===== src/rtl/conv_pool_seq.sv =====
// Frame sequencer for conv_pool: holds kernels/shift, streams one frame of
// block addresses and tracks per-channel result counts to detect done/stall/overrun.
module conv_pool_seq #(
   parameter int ADDR_W        = 16,
   parameter int NUM_BLOCKS    = 65536,
   parameter int OUT_COUNT     = 65536,
   parameter int DRAIN_TIMEOUT = 64
) (
   input  logic              clk_i,
   input  logic              rst_ni,
   input  logic              start_i,
   input  logic              abort_i,
   input  logic              cfg_we_i,
   input  logic [1:0]        cfg_sel_i,
   input  logic [71:0]       cfg_data_i,
   output logic [71:0]       conv_kernel_0_o,
   output logic [71:0]       conv_kernel_1_o,
   output logic [71:0]       conv_kernel_2_o,
   output logic [1:0]        shift_o,
   output logic              input_re_o,
   output logic [ADDR_W-1:0] input_addr_o,
   input  logic              output_we_0_i,
   input  logic              output_we_1_i,
   input  logic              output_we_2_i,
   output logic              busy_o,
   output logic              done_o,
   output logic              err_o,
   output logic [1:0]        err_code_o
);

   localparam int CW = $clog2(OUT_COUNT + 1);
   localparam int TW = $clog2(DRAIN_TIMEOUT + 1);
   localparam logic [ADDR_W-1:0] LAST_ADDR = ADDR_W'(NUM_BLOCKS - 1);
   localparam logic [CW-1:0]     FULL      = CW'(OUT_COUNT);
   localparam logic [TW-1:0]     TMO_MAX   = TW'(DRAIN_TIMEOUT);

   typedef enum logic [2:0] {S_IDLE, S_LOAD, S_DRAIN, S_DONE, S_ERR} state_e;

   state_e              state_q, state_d;
   logic [ADDR_W-1:0]   addr_q, addr_d;
   logic [2:0][CW-1:0]  cnt_q, cnt_d;
   logic [TW-1:0]       tmo_q, tmo_d, tmo_inc;
   logic                err_q, err_d;
   logic [1:0]          code_q, code_d;
   logic [2:0][71:0]    kern_q, kern_d;
   logic [1:0]          shift_q, shift_d;
   logic [2:0]          we;
   logic                counting, overrun, all_full;

   assign we       = {output_we_2_i, output_we_1_i, output_we_0_i};
   assign counting = (state_q == S_LOAD) || (state_q == S_DRAIN);
   assign tmo_inc  = tmo_q + 1'b1;

   always_comb begin
      overrun  = 1'b0;
      all_full = 1'b1;
      cnt_d    = cnt_q;
      for (int k = 0; k < 3; k++) begin
         if (cnt_q[k] != FULL) all_full = 1'b0;
         // a strobe on an already-full channel saturates and flags overrun
         if (counting && we[k]) begin
            if (cnt_q[k] == FULL) overrun = 1'b1;
            else                  cnt_d[k] = cnt_q[k] + 1'b1;
         end
      end
   end

   always_comb begin
      state_d = state_q;
      addr_d  = addr_q;
      tmo_d   = tmo_q;
      err_d   = err_q;
      code_d  = code_q;
      kern_d  = kern_q;
      shift_d = shift_q;
      case (state_q)
         S_IDLE: begin
            if (cfg_we_i) begin
               if (cfg_sel_i == 2'd3) shift_d = cfg_data_i[1:0];
               else                   kern_d[cfg_sel_i] = cfg_data_i;
            end
            if (start_i && !abort_i) begin
               addr_d  = '0;
               tmo_d   = '0;
               err_d   = 1'b0;
               code_d  = 2'd0;
               state_d = S_LOAD;
            end
         end
         S_LOAD: begin
            if (overrun) begin
               state_d = S_ERR;
               err_d   = 1'b1;
               code_d  = 2'd2;
            end else if (addr_q == LAST_ADDR) begin
               state_d = S_DRAIN;
            end else begin
               addr_d = addr_q + 1'b1;
            end
         end
         S_DRAIN: begin
            if (overrun) begin
               state_d = S_ERR;
               err_d   = 1'b1;
               code_d  = 2'd2;
            end else if (all_full) begin
               state_d = S_DONE;
            end else if (|we) begin
               tmo_d = '0;
            end else if (tmo_inc == TMO_MAX) begin
               tmo_d   = tmo_inc;
               state_d = S_ERR;
               err_d   = 1'b1;
               code_d  = 2'd1;
            end else begin
               tmo_d = tmo_inc;
            end
         end
         S_DONE:  state_d = S_IDLE;
         S_ERR:   state_d = S_ERR;
         default: state_d = S_IDLE;
      endcase
      if (abort_i) state_d = S_IDLE;
   end

   // counters are cleared only on the start edge; abort keeps them
   always_ff @(posedge clk_i or negedge rst_ni) begin
      if (!rst_ni) begin
         state_q <= S_IDLE;
         addr_q  <= '0;
         cnt_q   <= '0;
         tmo_q   <= '0;
         err_q   <= 1'b0;
         code_q  <= 2'd0;
         kern_q  <= '0;
         shift_q <= 2'd0;
      end else begin
         state_q <= state_d;
         addr_q  <= addr_d;
         cnt_q   <= (state_q == S_IDLE && start_i && !abort_i) ? '0 : cnt_d;
         tmo_q   <= tmo_d;
         err_q   <= err_d;
         code_q  <= code_d;
         kern_q  <= kern_d;
         shift_q <= shift_d;
      end
   end

   assign conv_kernel_0_o = kern_q[0];
   assign conv_kernel_1_o = kern_q[1];
   assign conv_kernel_2_o = kern_q[2];
   assign shift_o         = shift_q;
   assign input_re_o      = (state_q == S_LOAD);
   assign input_addr_o    = addr_q;
   assign busy_o          = counting;
   assign done_o          = (state_q == S_DONE);
   assign err_o           = err_q;
   assign err_code_o      = code_q;

endmodule


===== config.mk =====
export PLATFORM = sky130hd
export DESIGN_NAME = conv_pool_seq
export DESIGN_NICKNAME = d
export VERILOG_FILES = /design/src/rtl/conv_pool_seq.sv
export SDC_FILE = /design/constraint.sdc
export NUM_CORES = 1
export LEC_CHECK = 0
export BUFFER_PORTS_ARGS = -buffer_cell sky130_fd_sc_hd__buf_2
export CAP_MARGIN = 40
export CORE_MARGIN = 2
export CORE_UTILIZATION = 40
export DETAILED_ROUTE_END_ITERATION = 10
export GPL_ROUTABILITY_DRIVEN = 0
export HOLD_SLACK_MARGIN = 0.02
export PLACE_DENSITY_LB_ADDON = 0.12
export SLEW_MARGIN = 40
export SYNTH_ARGS = -nofsm -noshare
export SYNTH_HDL_FRONTEND = slang
export SYNTH_SLANG_ARGS = --single-unit

===== constraint.sdc =====
create_clock -name clk_i -period 2.2 [get_ports clk_i]
set_input_delay 0.44 -clock clk_i [delete_from_list [all_inputs] [get_ports clk_i]]
set_output_delay 0.44 -clock clk_i [all_outputs]
set_load 0.005 [all_outputs]

==> impl_metrics.csv <==
group,metric,value,unit
timing,slew-limit-headroom,0.5920,
clock_tree,cts.clk_slew.worst_paths,0.06,ns
synthesis,ys.warnings.count,0,
outcome,status,"complete, no violations",
floorplanning,pin_count,322,
clock_tree,clk_path_buf_depth,3,
global_route,grt_usage,0.2013,
route,first_pass_iters,4,
final_layout,stdcell_count,1750,
global_route,grt_start_max_net_pins,57,
route,drt_iter0_markers,299,
floorplanning,die_width,180.4,um
synthesis,synth.net_count,1031,
min_path,hold_class,"input pin to register",
clock_tree,cts_buffers,34,
worst_setup_path,r2r_end,"cnt_q[49]$_DFFE_PN0P_",
pwr,powerDensity,1269,nW/um2
worst_setup_path,crit_type,"register to register",
clock_tree,cts_tree,"yes",
timing,min_period,2.094,ns
global_route,grt_pass1_wl,52610,um
timing,final_hold_viol_count,0,
timing,fin_crit_sh,0.9518,
final_layout,finalNetCount,1427,
floorplanning,die_y,180.4,um
clock_tree,clk_latency,0.50,ns
route,viasPerCell,5.075,
route,routed-via-count,8881,
synthesis,yosysTopAreaCell,"dfrtp_1",
floorplanning,die_area,32530,um2
place,place_ws,-0.07552,ns
timing,worst_slew_pin_slew,0.6064,ns
synthesis,ys_top_cells_by_area,"dfrtp_1 (60%), mux2_2 (19%), nor2_1 (2.0%), xnor2_1 (1.9%), nand2_1 (1.2%)",
final_layout,fillers,2717,
timing,grt_setup_unrepaired,"true",
route,ant_nets,0,
worst_setup_path,worstPathArrival,2.51,ns
timing,worst_slack,0.1060,ns
pwr,total_power,20.85,mW
final_layout,final_layout_size_suffix_gt1_frac,0.5177,
route,drt-total-wl,32490,um
final_layout,diodes,0,
clock_tree,cts_htree_levels,2,
synthesis,yosysMostFrequentCell,"dfrtp_1",
floorplanning,core.rowCount,64,
synthesis,synthDistinctLibCells,57,
place,dp_hpwl,23300,um
flow_run,drv_cap,0,
worst_setup_path,worstSetupStartpoint,"cnt_q[34]$_DFFE_PN0P_",
floorplanning,coreArea,30590,um2
final_layout,area_growth,32.01,%
timing,slew_violations,0,
synthesis,yosysSeqAreaShare,0.5994,
timing,setup_viol,0,
floorplanning,initial_core_util,0.4067,
global_route,grt-ovfl-total,0,
worst_setup_path,ff2ff_setup_slack,0.11,ns
worst_setup_path,ff2ff_path_depth,7,
place,dp.cells,1686,
timing,fin_skew,0.02057,ns
synthesis,synth.top_cell.area_share,0.5994,
synthesis,synth_edf_count,0,
synthesis,syn_area,12440,um2
place,port_buffers,321,
timing,fmax,477.5,MHz
synthesis,synthArstFlopShare,1.000,
synthesis,netlist_instances,941,
pwr,cellLeakagePower,7.785,nW
worst_setup_path,end_kind,"register",
synthesis,ys_seq_elements,298,
global_route,grt_pass1_vias,9256,
worst_setup_path,cp.required,2.62,ns
synthesis,avgSynthCellArea,13.22,um2
worst_setup_path,cp-endpoint,"cnt_q[49]$_DFFE_PN0P_",
worst_setup_path,r2r-start,"cnt_q[34]$_DFFE_PN0P_",
route,remaining_drc_errors,0,
synthesis,synthFlopType,"dfrtp_1",
clock_tree,root_buffer,"clkbuf_16",
synthesis,synth_top_cells_by_count,"dfrtp_1 (298), mux2_2 (212), nor2_1 (67), nand2_1 (41), xnor2_1 (27)",
min_path,whs_path_depth,2,
worst_setup_path,worst_setup_path_start_kind,"register",
worst_setup_path,cp_max_fo,7,
pwr,peakVddDrop,807.3,uV
clock_tree,clkSinkCount,298,
route,post_drt_wl_per_cell,18.57,um
global_route,antenna_found_initial,3,
==> worst min-delay path by stage <==
stage | from | endpoint | slack [ns]
finish | cfg_data_i[53] | conv_kernel_2_o[53]$_DFFE_PN0P_ | 0.19
global route | cfg_data_i[53] | conv_kernel_2_o[53]$_DFFE_PN0P_ | 0.17
CTS | cfg_data_i[53] | conv_kernel_2_o[53]$_DFFE_PN0P_ | 0.16
detailed placement | rst_ni | input_addr_o[2]$_DFFE_PN0P_ | 0.41
global placement | rst_ni | input_addr_o[1]$_DFFE_PN0P_ | 0.41
floorplan | rst_ni | cnt_q[0]$_DFFE_PN0P_ | 0.14
==> cell usage in the layout (no fill, tap or decap), types with 6 or more instances in the layout <==
master     instances
mux2_2           212
clkbuf_16         34
nand3_1           26
and4_1            12
buf_4             62
or3_1             13
nor3_1            10
and3_1            13
xnor2_1           27
dfrtp_1          298
ha_1               8
buf_12            12
nand4_1           14
buf_2            320
inv_1             17
mux2i_1            7
nor4_1             8
o21ai_0           14
xor2_1            16
mux2_1             6
clkbuf_8           7
nor2_1            67
a21oi_1           19
nand2_1           39
a31oi_1            8
and2_1             6
==> area by class of cell <==
class	count	area, um2	share of cell area
Inverter	19	71.32	0.004342
Timing Repair Buffer	399	2366	0.1441
Tap cell	396	495.5	0.03017
Multi-Input combinational cell	585	4947	0.3012
Sequential cell	298	7457	0.4540
Clock inverter	7	121.4	0.007389
Clock buffer	46	965.9	0.05881
==> through the flow <==
step / hold slack (ns) / instance area (um2) / utilization / TNS (ns)
floorplan: 0.1444 / 12440 / - / 0
global placement: 0.4059 / 15050 / 0.4921 / 0
detailed placement: 0.4064 / 15050 / 0.4921 / -0.3591
CTS: 0.1626 / 16230 / 0.5305 / -0.01750
global route: 0.1727 / 16420 / 0.5369 / -0.06967
finish: 0.1858 / 16420 / 0.5369 / 0
==> repair_timing <==
item,4_1_cts,5_1_grt
pin swaps,5,7
resized for setup,9,26
buffers inserted,3,8
hold buffers,1,0
setup endpoints to repair,46,37
hold endpoints to repair,40,0
==> cell families (layout without fill, tap and decap cells) <==
| kind of cell | Yosys count | after routing | synth area share |
|---|---|---|---|
| DFF | 298 | 298 | 0.5994 |
| xor gates and xnor gates | 44 | 44 | 0.03248 |
| buffers and inverters | 58 | 471 | 0.01991 |
| adders and majority gates | 8 | 8 | 0.008045 |
| and+or+nand+nor | 246 | 246 | 0.1056 |
| AOI/OAI and AO/OA | 62 | 62 | 0.03168 |
| muxes | 225 | 225 | 0.2029 |
==> routing by layer <==
metal,GRT usage,share of wire
met1,0.2590,0.42
met2,0.3212,0.47
met3,0.06568,0.074
met4,0.06839,0.033
met5,0,0.00074
==> critical path, stage by stage (launching register included) <==
cell	delay (ns)
dfrtp_1	0.36
inv_2	0.05
ha_1	0.18
nor4bb_4	0.15
nand4_1	0.20
or4b_4	0.54
or3_1	0.37
a21oi_1	0.14
==> state kept, by name (all words and copies together), names as in the netlist <==
register         cells
err_o                1
conv_kernel_1_o     72
state_q              3
input_addr_o        16
conv_kernel_0_o     72
cnt_q               51
conv_kernel_2_o     72
shift_o              2
tmo_q                7
err_code_o           2
==> report_power, final <==
group          total [mW]  switching (mW)  internal [mW]
Sequential           8.68            1.06           7.63
Clock                5.57            2.17           3.40
Combinational        6.60            2.94           3.66
Total                20.9            6.16           14.7
(Power assumes the default switching activity.)
